## config.mk

```make
export PLATFORM = sky130hd
export DESIGN_NAME = iob_rom_sp_streamer_flat
export DESIGN_NICKNAME = d
export VERILOG_FILES = /design/src/rtl/iob_rom_sp_streamer_if.sv /design/src/rtl/iob_rom_sp_streamer.sv /design/src/flat_wrapper.sv
export SDC_FILE = /design/constraint.sdc
export NUM_CORES = 1
export LEC_CHECK = 0
export BUFFER_PORTS_ARGS = -buffer_cell sky130_fd_sc_hd__buf_2
export CAP_MARGIN = 10
export CORE_UTILIZATION = 51
export DETAILED_ROUTE_END_ITERATION = 7
export GPL_TIMING_DRIVEN = 1
export PLACE_DENSITY_LB_ADDON = 0.15
export SYNTH_ARGS = -nofsm -noshare
export SYNTH_HDL_FRONTEND = slang
export SYNTH_SLANG_ARGS = --single-unit
```

## constraint.sdc

```tcl
create_clock -name clk_i -period 4.4 [get_ports clk_i]
set_input_delay 0.44 -clock clk_i [delete_from_list [all_inputs] [get_ports clk_i]]
set_output_delay 0.44 -clock clk_i [all_outputs]
set_load 0.03 [all_outputs]
```

## src/rtl/iob_rom_sp_streamer_if.sv

```systemverilog
// Command, ROM-port and stream signals of iob_rom_sp_streamer.
// IOB_ROM_STREAMER_LOOP_EN adds the loop_i command input.
interface iob_rom_sp_streamer_if #(
  parameter int DATA_W = 32,
  parameter int ADDR_W = 11
);
  logic              start_i;
  logic [ADDR_W-1:0] start_addr_i;
  logic [ADDR_W:0]   len_i;
  logic              busy_o;
  logic              done_o;
  logic [ADDR_W-1:0] rom_addr_o;
  logic              rom_r_en_o;
  logic [DATA_W-1:0] rom_r_data_i;
  logic              m_valid_o;
  logic              m_ready_i;
  logic [DATA_W-1:0] m_data_o;
  logic              m_last_o;
`ifdef IOB_ROM_STREAMER_LOOP_EN
  logic              loop_i;

  modport master (
    input  start_i, start_addr_i, len_i, loop_i, rom_r_data_i, m_ready_i,
    output busy_o, done_o, rom_addr_o, rom_r_en_o, m_valid_o, m_data_o, m_last_o
  );

  modport slave (
    output start_i, start_addr_i, len_i, loop_i, rom_r_data_i, m_ready_i,
    input  busy_o, done_o, rom_addr_o, rom_r_en_o, m_valid_o, m_data_o, m_last_o
  );
`else
  modport master (
    input  start_i, start_addr_i, len_i, rom_r_data_i, m_ready_i,
    output busy_o, done_o, rom_addr_o, rom_r_en_o, m_valid_o, m_data_o, m_last_o
  );

  modport slave (
    output start_i, start_addr_i, len_i, rom_r_data_i, m_ready_i,
    input  busy_o, done_o, rom_addr_o, rom_r_en_o, m_valid_o, m_data_o, m_last_o
  );
`endif
endinterface

```

## src/rtl/iob_rom_sp_streamer.sv

```systemverilog
// Walks a ROM address range and streams the words out through a 2-entry FIFO.
// Optional IOB_ROM_STREAMER_LOOP_EN: loop_i restarts the range without a bubble.
module iob_rom_sp_streamer #(
  parameter int DATA_W = 32,
  parameter int ADDR_W = 11
) (
  input logic                   clk_i,
  input logic                   arst_n_i,
  iob_rom_sp_streamer_if.master bus
);

  typedef enum logic [1:0] {S_IDLE, S_RUN, S_DRAIN, S_DONE} state_t;

  localparam logic [ADDR_W:0]   LEN_ONE  = {{ADDR_W{1'b0}}, 1'b1};
  localparam logic [ADDR_W-1:0] ADDR_ONE = {{(ADDR_W-1){1'b0}}, 1'b1};

  state_t            r_state;
  state_t            w_stateNext;
  logic [ADDR_W-1:0] r_addr;
  logic [ADDR_W-1:0] r_startAddr;
  logic [ADDR_W:0]   r_len;
  logic [ADDR_W:0]   r_issueCnt;
  logic              r_inflight;
  logic              r_inflightLast;
  logic [DATA_W-1:0] r_fifoData [2];
  logic [1:0]        r_fifoLast;
  logic              r_wrPtr;
  logic              r_rdPtr;
  logic [1:0]        r_count;

  logic              w_loop;
  logic              w_pop;
  logic [2:0]        w_occ;
  logic              w_credit;
  logic              w_finalPop;
  logic              w_issue;
  logic              w_issueLast;
  logic [ADDR_W-1:0] w_issueAddr;
  logic [ADDR_W-1:0] w_restartAddr;
  logic [ADDR_W:0]   w_issueIdx;
  logic [ADDR_W:0]   w_lenCur;
  logic              w_busy;
  logic              w_done;

`ifdef IOB_ROM_STREAMER_LOOP_EN
  assign w_loop = bus.loop_i;
`else
  assign w_loop = 1'b0;
`endif

  // Credit counts the word that leaves the FIFO this cycle, so 1 word/cycle holds at depth 2.
  assign bus.m_valid_o = (r_count != 2'd0);
  assign w_pop         = bus.m_valid_o & bus.m_ready_i;
  assign w_occ         = {1'b0, r_count} + {2'b00, r_inflight} - {2'b00, w_pop};
  assign w_credit      = (w_occ < 3'd2);
  assign bus.m_data_o  = r_fifoData[r_rdPtr];
  assign bus.m_last_o  = r_fifoLast[r_rdPtr] & bus.m_valid_o;
  // Only the final word of a loop run leaves the FIFO with nothing behind it.
  assign w_finalPop    = w_pop & bus.m_last_o & (r_count == 2'd1) & ~r_inflight;

  // The first read goes out in the start cycle itself, straight from the command inputs.
  always_comb begin
    w_issueAddr   = r_addr;
    w_issueIdx    = r_issueCnt;
    w_lenCur      = r_len;
    w_restartAddr = r_startAddr;
    if (r_state == S_IDLE) begin
      w_issueAddr   = bus.start_addr_i;
      w_issueIdx    = '0;
      w_lenCur      = bus.len_i;
      w_restartAddr = bus.start_addr_i;
    end
  end

  assign w_issueLast = (w_issueIdx == (w_lenCur - LEN_ONE));

  always_ff @(posedge clk_i or negedge arst_n_i) begin
    if (!arst_n_i) r_state <= S_IDLE;
    else           r_state <= w_stateNext;
  end

  always_comb begin
    w_stateNext = r_state;
    w_issue     = 1'b0;
    w_busy      = 1'b0;
    w_done      = 1'b0;
    case (r_state)
      S_IDLE: begin
        if (bus.start_i) begin
          if (bus.len_i == '0) begin
            w_stateNext = S_DONE;
          end else begin
            w_issue     = 1'b1;
            w_stateNext = (w_issueLast && !w_loop) ? S_DRAIN : S_RUN;
          end
        end
      end
      S_RUN: begin
        w_busy  = 1'b1;
        w_issue = w_credit;
        if (w_credit && w_issueLast && !w_loop) w_stateNext = S_DRAIN;
      end
      S_DRAIN: begin
        w_busy = 1'b1;
        if (w_finalPop) w_stateNext = S_DONE;
      end
      S_DONE: begin
        w_done      = 1'b1;
        w_stateNext = S_IDLE;
      end
      default: w_stateNext = S_IDLE;
    endcase
  end

  assign bus.busy_o     = w_busy;
  assign bus.done_o     = w_done;
  assign bus.rom_r_en_o = w_issue;
  assign bus.rom_addr_o = w_issue ? w_issueAddr : '0;

  // The returned word is always captured; credit guarantees a free FIFO slot.
  always_ff @(posedge clk_i or negedge arst_n_i) begin
    if (!arst_n_i) begin
      r_addr         <= '0;
      r_startAddr    <= '0;
      r_len          <= '0;
      r_issueCnt     <= '0;
      r_inflight     <= 1'b0;
      r_inflightLast <= 1'b0;
      r_fifoData[0]  <= '0;
      r_fifoData[1]  <= '0;
      r_fifoLast     <= '0;
      r_wrPtr        <= 1'b0;
      r_rdPtr        <= 1'b0;
      r_count        <= '0;
    end else begin
      if (r_state == S_IDLE && bus.start_i) begin
        r_startAddr <= bus.start_addr_i;
        r_len       <= bus.len_i;
      end
      if (w_issue) begin
        if (w_issueLast && w_loop) begin
          r_addr     <= w_restartAddr;
          r_issueCnt <= '0;
        end else begin
          r_addr     <= w_issueAddr + ADDR_ONE;
          r_issueCnt <= w_issueIdx + LEN_ONE;
        end
      end
      r_inflight     <= w_issue;
      r_inflightLast <= w_issue & w_issueLast;
      if (r_inflight) begin
        r_fifoData[r_wrPtr] <= bus.rom_r_data_i;
        r_fifoLast[r_wrPtr] <= r_inflightLast;
        r_wrPtr             <= ~r_wrPtr;
      end
      if (w_pop) r_rdPtr <= ~r_rdPtr;
      case ({r_inflight, w_pop})
        2'b10:   r_count <= r_count + 2'd1;
        2'b01:   r_count <= r_count - 2'd1;
        default: r_count <= r_count;
      endcase
    end
  end

endmodule

```

## src/flat_wrapper.sv

```systemverilog
// flat-port wrapper written by rule: the top's interface ports become plain ports
module iob_rom_sp_streamer_flat 
#(
  parameter int DATA_W = 32,
  parameter int ADDR_W = 11
)
  (clk_i, arst_n_i, bus_start_i, bus_start_addr_i, bus_len_i, bus_rom_r_data_i, bus_m_ready_i, bus_busy_o, bus_done_o, bus_rom_addr_o, bus_rom_r_en_o, bus_m_valid_o, bus_m_data_o, bus_m_last_o);
  iob_rom_sp_streamer_if #(.DATA_W(DATA_W), .ADDR_W(ADDR_W)) bus_i ();
  input logic clk_i;
  input logic arst_n_i;
  input wire logic [$bits(bus_i.start_i)-1:0] bus_start_i;
  input wire logic [$bits(bus_i.start_addr_i)-1:0] bus_start_addr_i;
  input wire logic [$bits(bus_i.len_i)-1:0] bus_len_i;
  input wire logic [$bits(bus_i.rom_r_data_i)-1:0] bus_rom_r_data_i;
  input wire logic [$bits(bus_i.m_ready_i)-1:0] bus_m_ready_i;
  output wire logic [$bits(bus_i.busy_o)-1:0] bus_busy_o;
  output wire logic [$bits(bus_i.done_o)-1:0] bus_done_o;
  output wire logic [$bits(bus_i.rom_addr_o)-1:0] bus_rom_addr_o;
  output wire logic [$bits(bus_i.rom_r_en_o)-1:0] bus_rom_r_en_o;
  output wire logic [$bits(bus_i.m_valid_o)-1:0] bus_m_valid_o;
  output wire logic [$bits(bus_i.m_data_o)-1:0] bus_m_data_o;
  output wire logic [$bits(bus_i.m_last_o)-1:0] bus_m_last_o;
  assign bus_i.start_i = bus_start_i;
  assign bus_i.start_addr_i = bus_start_addr_i;
  assign bus_i.len_i = bus_len_i;
  assign bus_i.rom_r_data_i = bus_rom_r_data_i;
  assign bus_i.m_ready_i = bus_m_ready_i;
  assign bus_busy_o = bus_i.busy_o;
  assign bus_done_o = bus_i.done_o;
  assign bus_rom_addr_o = bus_i.rom_addr_o;
  assign bus_rom_r_en_o = bus_i.rom_r_en_o;
  assign bus_m_valid_o = bus_i.m_valid_o;
  assign bus_m_data_o = bus_i.m_data_o;
  assign bus_m_last_o = bus_i.m_last_o;
  iob_rom_sp_streamer #(.DATA_W(DATA_W), .ADDR_W(ADDR_W)) u_core (.clk_i(clk_i), .arst_n_i(arst_n_i), .bus(bus_i));
endmodule
```

==> results.md, run 1 <==
- Status: finished with violations
- Failing checks: design-rule violations
- FP Rows: 39
- Initial antenna violation count: 0
- Pre-CTS setup slack: ~1.1 ns
- Synth Net Count: approximately 640
- Critical setup path kind: flip-flop to output port
- Flop2flop setup slack: 1.04 ns
- Synth cell types: 57
- Final Util: 0.611
- Fmax: 274 MHz
- Total gr overflow: 0
- Worst-path clk slew: 0.07 ns
- Worst min path class: input port to asynchronous set/reset pin
- Commonest register cell after synthesis: dfrtp_1
- Post_cts resized: 0
- Final WL: about 13,000 um
- Fin area: ~7000 um2
- Die Footprint: 12,400 um2
- Met2 usage: 0.378
- Worst Setup Start Kind: flip-flop
- Crit-path max FO: 13
- Insertion delay to the later sink of the worst-skew pair: 0.35 ns
- Vias in the first global route: 4,531
- RSZ-0062 raised after global routing: false
- Gr usage total: 0.219
- Vert. Die Dim: 111 um
- Cts hold-fix bufs: 0
- Synth cell count leaders: mux2_2 (111), dfrtp_1 (109), nand2_1 (35), o21ai_0 (34), nor2_1 (32)
- Ranking of synthesized cells by area: dfrtp_1 (45%), mux2_2 (20%), mux2i_1 (3.3%)
- # H-tree levels: 3
- Met1 usage: 0.276
- CP required: 3.96 ns
- Critical path arrival: 3.21 ns
- Final Slew Violations: 0
- Post-CTS Setup Bufs: 0
- Crit share post-route: 0.829
- Worst Tran Pin Value: 1.07 ns
- Worst setup margin: 0.750 ns
- Routed len/inst: 15.9 um
- Crit path time final: 3.65 ns
- PwrDens: 852 nW/um2
- Lkg Pwr: 3.17 nW
- Number of flops mapped to enable cells by yosys: 0
- Routability cong.: 0.846
- Max cap viols: 0
- Layout area overhead: 15.7%
- Pin count of the biggest net entering global routing: 86
- CTS sink count: 109
- Crit path capture type: output port
- Seq/Total Area, Yosys: 0.447
- Yosys top cell by area: dfrtp_1
- Clock Skews: 0.00543 ns
- Placed instance area: 6740 um2
- TNS Setup: 0 ns
- TritonRoute pass-1 iters: 7
- VDD IR max: 0.423 mV
- Busiest layer in global routing: met2
- Most common cell in the netlist: mux2_2
- CTS tree: built
- Residual DRC count: 26
- Number of synthesis warnings: 0
- Final-report setup violation count: 0
- Final hold violation count: 0
- Global-route wire length before repair: 21,800 um
- Antenna Cells: 0
- Post-synthesis register bit count: 109
- Overall via count from detail_route: between 4,000 and 5,000
- Mapped Cells: 567
- M3 GR Usage: 0.0441
- Root buffer cell: clkbuf_16
- CTS buffer count: 9
- Top-area cell type share of the netlist area: 0.447
- Via density: 5.61
- Avg Inst Size Synth: between 10 and 15 um2
- Number of DRC markers in iteration 0: 264
- Dpl hpwl: 8790 um
- Initial Util: 0.528
- Ys async rst share: 1.00
- # nets final: 730
- Detail Route Antenna Nets: 0
- Core box area: between 10,000 and 15,000 um2
- Share of layout cells above drive strength 1: 0.376
- CTS Buffer Depth: 2
- PortBufs: 106
- Die X: roughly 110 um
- Synthesized cell area: between 6000 and 7000 um2
- IO Pins: 107
- Slew margin rel.: 0.286
worst paths after layout:
check | from | depth (start not counted) | to
worst max-delay path | u_core.r_count[1] | 12 | bus_rom_addr_o[7]
worst min-delay path | arst_n_i | 1 | u_core.r_fifoData[50]
worst max register to register | u_core.r_state[0] | 11 | u_core.r_state[0]
worst min register to register | u_core.r_inflight | 1 | u_core.r_wrPtr
max in group asynchronous | arst_n_i | 2 | u_core.r_fifoData[34]
min in group clk_i | bus_rom_r_data_i[26] | 2 | u_core.r_fifoData[26]
report_power, final:
group          internal [mW]  total, mW  leakage, nW  switching, mW
Combinational           1.40       3.33         1.71           1.93
Clock                  0.514      0.884        0.159          0.371
Sequential              1.47       1.80         1.30          0.330
cell type report:
| type | instances | area [um2] |
|---|---|---|
| flip-flops and latches | 109 | 2730 |
| well taps | 143 | 179 |
| clock inverters | 5 | 82.6 |
| clock buffers | 10 | 239 |
| repair buffers | 112 | 578 |
| fillers | 991 | 4500 |
| inverters | 18 | 67.6 |
| multi-input cells | 409 | 3190 |
kinds of logic after synthesis:
kind of cell             count (synthesis)  share of synthesized area
AO/OA/AOI/OAI                           93                     0.0922
XOR/XNOR                                28                     0.0402
adder cells (fa/ha/maj)                 12                     0.0258
buffers and inverters                   49                     0.0328
flip-flops                             109                      0.447
multiplexers                           132                      0.239
AND/OR/NAND/NOR                        144                      0.123
sequential cells by signal, indices dropped and copies added, names as in the netlist:
name                   count
u_core.r_fifoLast          2
u_core.r_issueCnt         12
u_core.r_fifoData         64
u_core.r_addr             11
u_core.r_state             2
u_core.r_len              12
u_core.r_rdPtr             1
u_core.r_wrPtr             1
u_core.r_inflightLast      1
u_core.r_count             2
u_core.r_inflight          1
layout by cell type (no fill, tap or decap), types with 2 or more instances in the layout:
master,n
nand2_1,35
o32a_1,2
a21oi_1,28
nor3_1,18
and3_1,2
o2bb2ai_1,2
a21o_1,4
nand3b_1,4
or4_1,6
nor4_1,3
buf_2,105
mux2i_1,20
nand2b_1,5
o21ai_0,34
clkbuf_16,9
nor4_2,3
or3_1,2
xor2_1,11
dfrtp_1,109
mux2_2,111
a22oi_1,2
nor2_1,31
o21a_1,3
inv_1,17
nand3_1,13
buf_4,7
o22ai_1,3
ha_1,10
or4_4,2
and2_1,2
bufinv_16,2
xnor2_1,17
o21ai_1,2
nor2b_1,10
per-stage QoR:
stage / cells / power (mW) / hold WS (ns)
floorplan: 567 / 4.41 / 0.144
global placement: 791 / 5.03 / 0.471
detailed placement: 791 / 5.16 / 0.486
CTS: 806 / 6.06 / 0.321
global route: 806 / 6.45 / 0.318
finish: 806 / 6.02 / 0.266
per-layer routing:
| metal | routed length (um) | vias up | share of wire |
|---|---|---|---|
| li1 | - | 2196 | - |
| met2 | 6320 | 104 | 0.49 |
| met4 | 180 | 0 | 0.014 |
| met5 | 0 | - | 0 |
| met3 | 535 | 15 | 0.042 |
| met1 | 5760 | 2205 | 0.45 |
critical path, stage by stage, from the launching register on:
cell and delay (ns):
dfrtp_1 0.39, inv_1 0.10, ha_1 0.22, nor2b_1 0.23, ha_1 0.32, nor2_1 0.13, fa_1 0.43, nor2_1 0.14
nand2_1 0.07, o21a_1 0.12, inv_1 0.34, o21a_1 0.18, buf_2 0.19
Note: power is estimated with default switching activity, not from simulation.
==> run 2, diff against run 1 <==
clock period = 3.3 ns   (was 4.4 ns; I/O delays follow)
==> run 2 against run 1 <==
The flow still finishes with violations (design-rule violations). Hold slack worse by 0.041 ns. Clock skew grew 0.0036 ns. Combinational power rose by 41%. Clock power rose by 21%. Core utilization increased by 1.4 points. Wire length about the same. Critical path depth is the same. Final area increased by 2.4%. Critical path type unchanged. Flip-flop and latch count unchanged. Largest power group unchanged. Setup slack worse by 0.58 ns.
==> results.md, run 2 (synthesis results as in run 1) <==
- Routed len/inst: 15.7 um
- Die Footprint: roughly 12,000 um2
- Crit path time final: 3.13 ns
- Total gr overflow: 0
- Insertion delay to the later sink of the worst-skew pair: roughly 0.35 ns
- Crit path capture type: output port
- Vias in the first global route: 4,513
- Fin area: between 7000 and 8000 um2
- Root buffer cell: clkbuf_16
- Fmax: 320 MHz
- VDD IR max: roughly 0.43 mV
- Critical setup path kind: flip-flop to output port
- Buf/Inv on CP: 3
- Gr usage total: 0.216
- Commonest non-fill, non-tap cell in the layout: mux2_2
- Status: finished with violations
- Routability cong.: 0.793
- CTS tree: built
- Met2 usage: 0.363
- Most frequent CP cell: nor2_1
- Crit-path max FO: 47
- # nets final: 739
- Final Slew Violations: 0
- Busiest layer in global routing: met2
- PwrDens: 1130 nW/um2
- Delay-heaviest family, CP: adder cells
- Residual DRC count: 24
- Largest regs: u_core.r_fifoData x64, u_core.r_issueCnt x12, u_core.r_len x12
- FP Rows: 39
- Worst Setup Start Kind: flip-flop
- Max reg flops: 64
- Detail Route Antenna Nets: 0
- Antenna Cells: 0
- Worst-path clk slew: 0.07 ns
- Dpl hpwl: 8720 um
- Pin count of the biggest net entering global routing: 69
- Vert. Die Dim: about 110 um
- Area of the multi-input gates: 3250 um2
- Most frequent cells in the layout: mux2_2 (111), dfrtp_1 (109), buf_2 (96), nand2_1 (35), o21ai_0 (33)
- Met1 usage: 0.293
- Critical path arrival: around 2.8 ns
- Worst Tran Pin Value: 0.548 ns
- Number of DRC markers in iteration 0: 302
- Final WL: 12,800 um
- Worst min path class: input port to flip-flop
- Fill count: 990
- Final-report setup violation count: 0
- Slew margin rel.: 0.631
- TNS Setup: 0 ns
- TritonRoute pass-1 iters: 7
- Initial antenna violation count: 0
- RSZ-0062 raised after global routing: false
- Crit share post-route: 0.947
- Final hold violation count: 0
- CP required: between 2 and 3 ns
- # H-tree levels: 3
- Lkg Pwr: 3.21 nW
- Failing checks: design-rule violations
- Share of layout cells above drive strength 1: 0.403
- Global-route wire length before repair: 21,800 um
- Largest register by flop count: u_core.r_fifoData
- CTS Buffer Depth: 2
- Core box area: 11,600 um2
- Layout area overhead: 18.4%
- Crit-path cells: inv_2, ha_4, nor2b_4, ha_4, nor2_1, fa_1, nor2_1, nand2_1, o21a_2, buf_12, nor2_1, clkbuf_4
- CTS buffer count: 9
- M3 GR Usage: 0.0272
- IO Pins: 107
- Via density: 5.68
- PortBufs: 106
- Slowest cell on crit path: fa_1
- Initial Util: 0.528
- Die X: 111 um
- Placed instance area: 6810 um2
- Overall via count from detail_route: 4,637
- Clock Skews: ~0.009 ns
- Max cap viols: 0
- CTS sink count: 109
- Register area: 2730 um2
- CP peak stage delay: 0.43 ns
[run 2: cell types whose count changed in the layout (fill, tap and decap cells not counted), sizes merged]
cell         previous run  this run
dlygate4sd3             0         1
buf                   112       119
bufinv                  2         0
clkinv                  3         2
clkbuf                 10        12
clkinvlp                0         3
[run 2: final timing paths]
check                                         start               endpoint  slack (ns)  depth (start not counted)
worst max-delay path              u_core.r_count[1]      bus_rom_addr_o[8]        0.17                         12
worst min-delay path            bus_rom_r_data_i[8]  u_core.r_fifoData[40]        0.23                          2
worst max register to register    u_core.r_state[1]      u_core.r_state[0]        0.25                         10
worst min register to register     u_core.r_addr[1]       u_core.r_addr[1]        0.48                          2
max in group asynchronous                  arst_n_i         u_core.r_wrPtr        2.03                          3
min in group asynchronous                  arst_n_i  u_core.r_fifoData[49]        0.51                          2
[run 2: routing by layer]
layer / vias up / wire length (um)
met5: - / 0
met4: 0 / 171
met3: 12 / 484
met2: 99 / 6340
met1: 2306 / 5790
li1: 2220 / -
[run 2: final cells by class]
| class | count | share of cell area |
|---|---|---|
| clock inverter | 5 | 0.00571 |
| tap | 143 | 0.0247 |
| clock buffer | 11 | 0.0350 |
| inverter | 18 | 0.00986 |
| sequential | 109 | 0.377 |
| timing repair buffer | 121 | 0.0979 |
| multi-input combinational | 409 | 0.450 |
[run 2: stage by stage]
stage	std cells	utilization	power, mW	setup slack, ns	hold slack, ns
2_1_floorplan	567	-	6.02	-0.126	0.0344
3_3_place_gp	793	0.589	6.79	0.195	0.356
5_1_grt	816	0.625	8.78	0.00263	0.220
3_5_place_dp	793	0.589	6.96	0.0568	0.362
6_report	816	0.625	8.18	0.174	0.225
4_1_cts	815	0.621	8.16	0.0232	0.217
[run 2: repair_timing]
item | CTS | global route
hold buffers | 1 | 0
gates resized for setup | 10 | 10
pin swaps | 0 | 0
buffers inserted | 5 | 1
endpoints found under the hold margin | 26 | 0
endpoints found under the setup margin | 12 | 15
[run 2: power by group]
group | internal [mW] | switching (mW) | leakage (nW)
logic | 2.07 | 2.64 | 1.77
clock network | 0.561 | 0.510 | 0.139
registers | 1.96 | 0.435 | 1.30
total | 4.59 | 3.59 | 3.21
[run 2: worst reg2reg max path, stage by stage (launching register included)]
cell      delay, ns
dfrtp_1        0.43
inv_2          0.11
ha_4           0.21
buf_12         0.26
clkinv_1       0.36
mux2i_2        0.28
nor4_1         0.36
nor3_2         0.12
nor4_4         0.37
mux2_4         0.34
a22oi_2        0.12
==> run 3, diff against run 2 <==
MAX_ROUTING_LAYER = met4   (was unset)
==> run 3 against run 2 <==
The run still ends with design-rule violations left. Sequential power hardly changed. Register-to-register slack about the same. Final area unchanged. Setup slack worse by 0.0039 ns. Combinational power is essentially flat. Flip-flop and latch count unchanged. Sequential share of layout area is the same. Wire length increased by 0.27%.
==> results.md, run 3 (synthesis results as in run 1) <==
- Number of DRC markers in iteration 0: approximately 260
- CTS Buffer Depth: 2
- Dpl hpwl: slightly below 9000 um
- Initial Util: 0.528
- Critical path arrival: ~2.8 ns
- Worst Setup Start Kind: flip-flop
- Failing checks: design-rule violations
- IO Pins: between 100 and 150
- Buf/Inv on CP: 3
- Lkg Pwr: about 3.2 nW
- Share of layout cells above drive strength 1: 0.403
- Largest register by flop count: u_core.r_fifoData
- Worst min path class: input port to flip-flop
- Root buffer cell: clkbuf_16
- Placed instance area: 6810 um2
- Insertion delay to the later sink of the worst-skew pair: 0.35 ns
- Fmax: 320 MHz
- Fin area: 7230 um2
- Pin count of the biggest net entering global routing: 69
- Residual DRC count: 24
- Final Slew Violations: 0
- Overall via count from detail_route: 4,590
- Via density: 5.63
- TNS Setup: 0 ns
- Gr usage total: 0.223
- Crit path time final: between 3 and 4 ns
- Most frequent CP cell: nor2_1
- Slowest cell on crit path: fa_1
- Crit path capture type: output port
- Die X: 111 um
- VDD IR max: 0.433 mV
- Antenna Cells: 0
- Layout area overhead: 18.4%
- Worst-path clk slew: around 0.07 ns
- Detail Route Antenna Nets: 0
- Max cap viols: 0
- # H-tree levels: 3
- FP Rows: 39
- Total gr overflow: 0
- Critical setup path kind: flip-flop to output port
- Most frequent cells in the layout: mux2_2 (111), dfrtp_1 (109), buf_2 (96), nand2_1 (35), o21ai_0 (33)
- Crit-path max FO: 47
- Crit-path cells: inv_2, ha_4, nor2b_4, ha_4, nor2_1, fa_1, nor2_1, nand2_1, o21a_2, buf_12, nor2_1, clkbuf_4
- RSZ-0062 raised after global routing: false
- CP required: roughly 3 ns
- Final-report setup violation count: 0
- Die Footprint: 12,400 um2
- Global-route wire length before repair: between 20,000 and 25,000 um
- Commonest non-fill, non-tap cell in the layout: mux2_2
- Overall Power: 8.18 mW
- Delay-heaviest family, CP: adder cells
- Max reg flops: 64
- Routability cong.: 0.804
- # nets final: 739
- PwrDens: ~1100 nW/um2
- Initial antenna violation count: 0
- Vert. Die Dim: 111 um
- CP peak stage delay: about 0.43 ns
- Vias in the first global route: about 4,500
- Final hold violation count: 0
- PortBufs: 106
- Final WL: around 13,000 um
- Largest regs: u_core.r_fifoData x64, u_core.r_issueCnt x12, u_core.r_len x12
- TritonRoute pass-1 iters: 7
- Clock Skews: 0.00929 ns
- Crit share post-route: 0.948
- Routed len/inst: 15.7 um
- Slew margin rel.: 0.622
- Core box area: 11,600 um2
- CTS tree: built
- Worst Hold Slack: 0.224 ns
- Status: finished with violations
- CTS sink count: 109
- CTS buffer count: 9
- Worst Tran Pin Value: 0.562 ns
-- run 3: cell counts in the layout (fill, tap and decap cells not counted) --
Identical to the previous run, type by type.
-- run 3: cell type report --
cell class              instances  area, um2
clock buffers                  11        253
repair buffers                121        708
flip-flops and latches        109       2730
multi-input cells             409       3250
fillers                       990       4330
well taps                     143        179
clock inverters                 5       41.3
inverters                      18       71.3
-- run 3: worst paths after layout --
check	startpoint	endpoint	slack (ns)	depth (start not counted)
max	u_core.r_count[1]	bus_rom_addr_o[8]	0.17	12
min	bus_rom_r_data_i[16]	u_core.r_fifoData[16]	0.22	2
max reg2reg	u_core.r_state[1]	u_core.r_state[0]	0.25	10
min reg2reg	u_core.r_addr[1]	u_core.r_addr[1]	0.48	2
max in group asynchronous	arst_n_i	u_core.r_fifoData[34]	2.02	3
min in group asynchronous	arst_n_i	u_core.r_fifoData[49]	0.52	2
-- run 3: per-stage QoR --
step / utilization / worst slack [ns] / instances
5_1_grt: 0.625 / 0.00294 / 816
4_1_cts: 0.621 / 0.0232 / 815
6_report: 0.625 / 0.170 / 816
2_1_floorplan: - / -0.126 / 567
3_3_place_gp: 0.589 / 0.195 / 793
3_5_place_dp: 0.589 / 0.0568 / 793
-- run 3: report_power, final --
group          switching, mW  internal [mW]
combinational           2.65           2.07
clock                  0.504          0.561
sequential             0.436           1.96
-- run 3: timing repair --
action	CTS	global route
hold buffers	1	0
resized for setup	10	10
pin swaps	0	0
hold endpoints to repair	26	0
endpoints found under the setup margin	12	15
buffers inserted	5	1
-- run 3: metal layers --
layer | wire [um] | part of all wire | global-route usage | up-vias
met4 | 168 | 0.013 | 0.0685 | 0
met2 | 6260 | 0.49 | 0.364 | 99
li1 | - | - | - | 2222
met3 | 528 | 0.041 | 0.0272 | 12
met5 | 0 | 0 | - | -
met1 | 5870 | 0.46 | 0.293 | 2257
